<file path="src/rtl/store_merge_unit.sv">
// Store merge unit: commits SB/SH/SW stores to a word-wide memory without byte enables.
// Sub-word stores use a read-modify-write of the aligned word.
module store_merge_unit #(
  parameter int unsigned XLEN   = 32,
  parameter int unsigned ADDR_W = 32
) (
  input  logic              clk,
  input  logic              rst_n,
  input  logic              st_valid,
  output logic              st_ready,
  input  logic [ADDR_W-1:0] st_addr,
  input  logic [XLEN-1:0]   st_data,
  input  logic [2:0]        st_mode,
  output logic              st_done,
  output logic              st_misalign,
  output logic              busy,
  output logic [ADDR_W-1:0] mem_addr,
  output logic              mem_re,
  input  logic [XLEN-1:0]   mem_rdata,
  output logic              mem_we,
  output logic [XLEN-1:0]   mem_wdata
);

  typedef enum logic [2:0] {StIdle, StRd, StCap, StWr, StErr} state_e;

  localparam logic [2:0] ModeSb = 3'b000;
  localparam logic [2:0] ModeSh = 3'b001;
  localparam logic [2:0] ModeSw = 3'b010;

  state_e            state_q;
  logic [ADDR_W-1:0] addr_q;
  // Only the sub-word lanes are needed after accept; SW data goes straight to wbuf.
  logic [15:0]       data_q;
  logic              half_q;
  logic [XLEN-1:0]   wbuf_q;
  logic [XLEN-1:0]   merged;
  logic              bad_req;

  always_comb begin
    bad_req = 1'b0;
    case (st_mode)
      ModeSb:  bad_req = 1'b0;
      ModeSh:  bad_req = st_addr[0];
      ModeSw:  bad_req = |st_addr[1:0];
      default: bad_req = 1'b1;
    endcase
  end

  always_comb begin
    merged = mem_rdata;
    if (half_q) begin
      merged[{addr_q[1], 4'b0000} +: 16] = data_q;
    end else begin
      merged[{addr_q[1:0], 3'b000} +: 8] = data_q[7:0];
    end
  end

  always_ff @(posedge clk) begin
    if (!rst_n) begin
      state_q <= StIdle;
      addr_q  <= '0;
      data_q  <= '0;
      half_q  <= 1'b0;
      wbuf_q  <= '0;
    end else begin
      case (state_q)
        StIdle: begin
          if (st_valid) begin
            addr_q <= st_addr;
            data_q <= st_data[15:0];
            half_q <= (st_mode == ModeSh);
            if (bad_req) begin
              state_q <= StErr;
            end else if (st_mode == ModeSw) begin
              wbuf_q  <= st_data;
              state_q <= StWr;
            end else begin
              state_q <= StRd;
            end
          end
        end
        StRd:    state_q <= StCap;
        StCap: begin
          wbuf_q  <= merged;
          state_q <= StWr;
        end
        StWr:    state_q <= StIdle;
        StErr:   state_q <= StIdle;
        default: state_q <= StIdle;
      endcase
    end
  end

  assign st_ready    = rst_n && (state_q == StIdle);
  assign busy        = (state_q != StIdle);
  assign mem_re      = (state_q == StRd);
  assign mem_we      = (state_q == StWr);
  assign st_done     = (state_q == StWr);
  assign st_misalign = (state_q == StErr);
  assign mem_addr    = {addr_q[ADDR_W-1:2], 2'b00};
  assign mem_wdata   = wbuf_q;

endmodule

</file>
<file path="config.mk">
export PLATFORM = sky130hd
export DESIGN_NAME = store_merge_unit
export DESIGN_NICKNAME = d
export VERILOG_FILES = /design/src/rtl/store_merge_unit.sv
export SDC_FILE = /design/constraint.sdc
export NUM_CORES = 1
export LEC_CHECK = 0
export BUFFER_PORTS_ARGS = -buffer_cell sky130_fd_sc_hd__buf_2
export CORE_AREA = 8 8 100 120
export CTS_CLUSTER_DIAMETER = 50
export DETAILED_ROUTE_END_ITERATION = 10
export DIE_AREA = 0 0 108 128
export GPL_ROUTABILITY_DRIVEN = 0
export PLACE_DENSITY = 0.71
export SYNTH_ARGS = -nofsm -noshare
export SYNTH_HDL_FRONTEND = slang
export SYNTH_SLANG_ARGS = --single-unit
</file>
<file path="constraint.sdc">
create_clock -name clk -period 1.65 [get_ports clk]
set_input_delay 0.4125 -clock clk [delete_from_list [all_inputs] [get_ports clk]]
set_output_delay 0.4125 -clock clk [all_outputs]
set_load 0.01 [all_outputs]
</file>
==> impl_metrics.toml <==
[status]
status = "completed"

[yosys]
synth_seq_area_share_pct = 38.81
synth_cells = 527
synth-edff-count = 0
synth_area_per_cell_um2 = 8.222
synth_cell_types = 37
synth_area_leader_cell = "dfxtp_1"
synth_top_cells_by_count = "nand2_1 (117), dfxtp_1 (84), a21oi_1 (49)"
netlist_area_um2 = 4333
synth_top_flop_cell = "dfxtp_1"
yosysMostFrequentCell = "nand2_1"
synth_top_area_share_pct = 38.81
async_reset_ff_share_pct = 0
synth_warnings = 0
ys_ff_latch = 84
synthTopCellsByArea = "dfxtp_1 (39%), nand2_1 (10%), buf_4 (6.2%)"

[global_route]
grt_max_degree = 56
grt_pass1_vias = 4557
grt_pass1_wl_um = 22510
grt-ovfl-total = 0
grt_use_total_pct = 20.11
antenna_found_initial = 0

[critical_path]
critical_path.startpoint_type = "register"
slowest_delay_ns = 0.35
crit_chain = "inv_4, buf_4, ha_1, a32o_2, a221oi_1, a211oi_1"
worstSetupEndpointType = "register"
crit-reg2reg-launch = "addr_q[0]"
path_max_fanout = 8
r2r_cells = 6
reg2reg_slack_ns = 0.009
crit_arrival_ns = 1.85
r2r_end = "mem_wdata[21]"
slowest_stage = "dfxtp_2"
crit_type = "register to register"
critPathRequiredTime_ns = 1.86

[layout]
antenna_cells = 0
seq_area_um2 = 1693
nets = 770
fin_cells = 796
multi_input_area_um2 = 2359
drive_gt1_share_pct = 39.28
nFillCells = 934
area_growth_pct = 31.42

[placed_design]
hpwlAfterDp_um = 10160
port-buffer-count = 169
post-place-ws_ns = -0.1138
dp_cells = 780

[clock_network]
clk_latency_ns = 0.33
root_buffer = "clkbuf_16"
clockBufferDepth = 2
clkTransAtPathRegs_ns = 0.06
hold_buffers = 0
cts_tree = "done"
clock-sinks = 84
cts_made_buffers = 9
htree_num_levels = 3

[floorplanning]
core_area_um2 = 10210
row_count = 41
dieArea_um2 = 13820
start_util_pct = 42.44
fp.dieW_um = 108
ios = 172
fp.dieH_um = 128

[flow_run]
drv_cap = 0

[hold_path]
hold_class = "input port to register"
min_path_cells = 3
holdPathEnd = "addr_q[2]"
worstHoldStart = "st_addr[2]"

[drt]
drtIter0Drc = 257
via_count = 4486
via_per_inst = 5.636
post_drt_wl_per_cell_um = 17.63
ant_nets = 0
drt-total-wl_um = 14040
first_pass_iters = 4
drc_errors = 0

[timing]
fin_crit_sh_pct = 99.44
hold_violations = 0
period_needed_ns = 1.641
skew_ns = 0.004630
setup_viol = 0
max_freq_mhz = 609.5
setup_ws_ns = 0.009269
grt_setup_unrepaired = "true"
maxSlewViolCount = 0

[power]
p_leak_nw = 2.388
totalPowerFinal_w = 0.005305
power.density_nw_per_um2 = 931.7
peakVddDrop_mv = 0.5800
-- stage by stage --
step / utilization, % / hold slack (ns) / setup TNS, ns / area (µm²)
2_1_floorplan: - / 0.4367 / 0 / 4348
3_3_place_gp: 51.02 / 0.4387 / 0 / 5209
3_5_place_dp: 51.02 / 0.4430 / -0.7744 / 5209
4_1_cts: 54.57 / 0.3082 / -0.05815 / 5570
5_1_grt: 55.78 / 0.3087 / -0.3756 / 5694
6_report: 55.78 / 0.3171 / 0 / 5694
-- cells by family (layout without fill, tap and decap cells) --
logic type               after synthesis  in the layout  share of synthesized area (%)
other                                  1              2                        0.08655
AND/OR/NAND/NOR                      187            187                          20.18
buffers and inverters                 81            220                          11.03
adder cells (fa/ha/maj)                5              5                          1.444
multiplexers                          18             18                          4.158
flip-flops                            84             84                          38.81
AO/OA/AOI/OAI                        151            151                          24.29
-- metal layers --
layer / vias to the layer above / track usage, % / share of wire (%)
met5: - / 0 / 0
met4: 0 / 8.674 / 3.2
met3: 30 / 6.439 / 8.4
met2: 198 / 33.49 / 49
met1: 2110 / 22.84 / 39
li1: 2148 / - / -
-- critical path: cells and delay by family, from the launching register on --
kind | cells | cell delay, ns
buf+inv | 2 | 0.18
fa+ha+maj | 1 | 0.20
compound gates | 3 | 0.79
flops | 1 | 0.35
-- registers in the layout (all words and copies together) (netlist names) --
signal	cells
addr_q	32
mem_wdata	32
data_q	16
state_q	3
half_q	1
-- layout make-up --
class,instances,share of cell area (%)
clock inverter,2,0.6152
timing repair buffer,201,20.65
tap,129,2.835
inverter,4,0.3516
multi-input combinational,363,41.42
clock buffer,13,4.395
sequential,84,29.73
-- power breakdown --
group / internal [W] / switching (W)
Sequential: 0.00217 / 0.000113
Combinational: 0.000480 / 0.000592
Clock: 0.00120 / 0.000751
-- layout by cell type, fill, tap and decap left out, types with 3 or more instances in the layout --
master | synthesis | routed
a211oi_1 | 8 | 6
dfxtp_2 | 0 | 3
mux2i_1 | 18 | 18
nand3_1 | 35 | 34
a311oi_1 | 24 | 14
o21ai_0 | 9 | 9
clkbuf_1 | 24 | 3
a31oi_1 | 16 | 16
a211o_1 | 16 | 16
nor2b_1 | 17 | 11
buf_4 | 36 | 23
o22ai_1 | 9 | 9
buf_2 | 13 | 169
nor2b_2 | 0 | 5
a221oi_2 | 0 | 5
clkbuf_16 | 0 | 9
dfxtp_1 | 84 | 79
buf_12 | 0 | 6
nand2_1 | 117 | 115
a311oi_2 | 0 | 10
a21oi_1 | 49 | 49
a221oi_1 | 16 | 11
-- repair_timing --
action	in CTS	in global routing
endpoints found under the setup margin	29	36
setup buffers	0	1
pin swaps	8	18
resized for setup	15	32
-- worst max path at each step --
stage                    start             to  slack (ns)  cells past startpoint
detailed placement   addr_q[1]   mem_wdata[0]       -0.11                      7
global route         addr_q[0]  mem_wdata[17]       -0.07                      6
CTS                 state_q[0]       st_ready       -0.06                      4
global placement     addr_q[1]   mem_wdata[8]       0.009                      7
finish               addr_q[0]  mem_wdata[21]       0.009                      6
floorplan           state_q[1]        st_done       0.008                      5
Power figures use the tool's default switching activity.
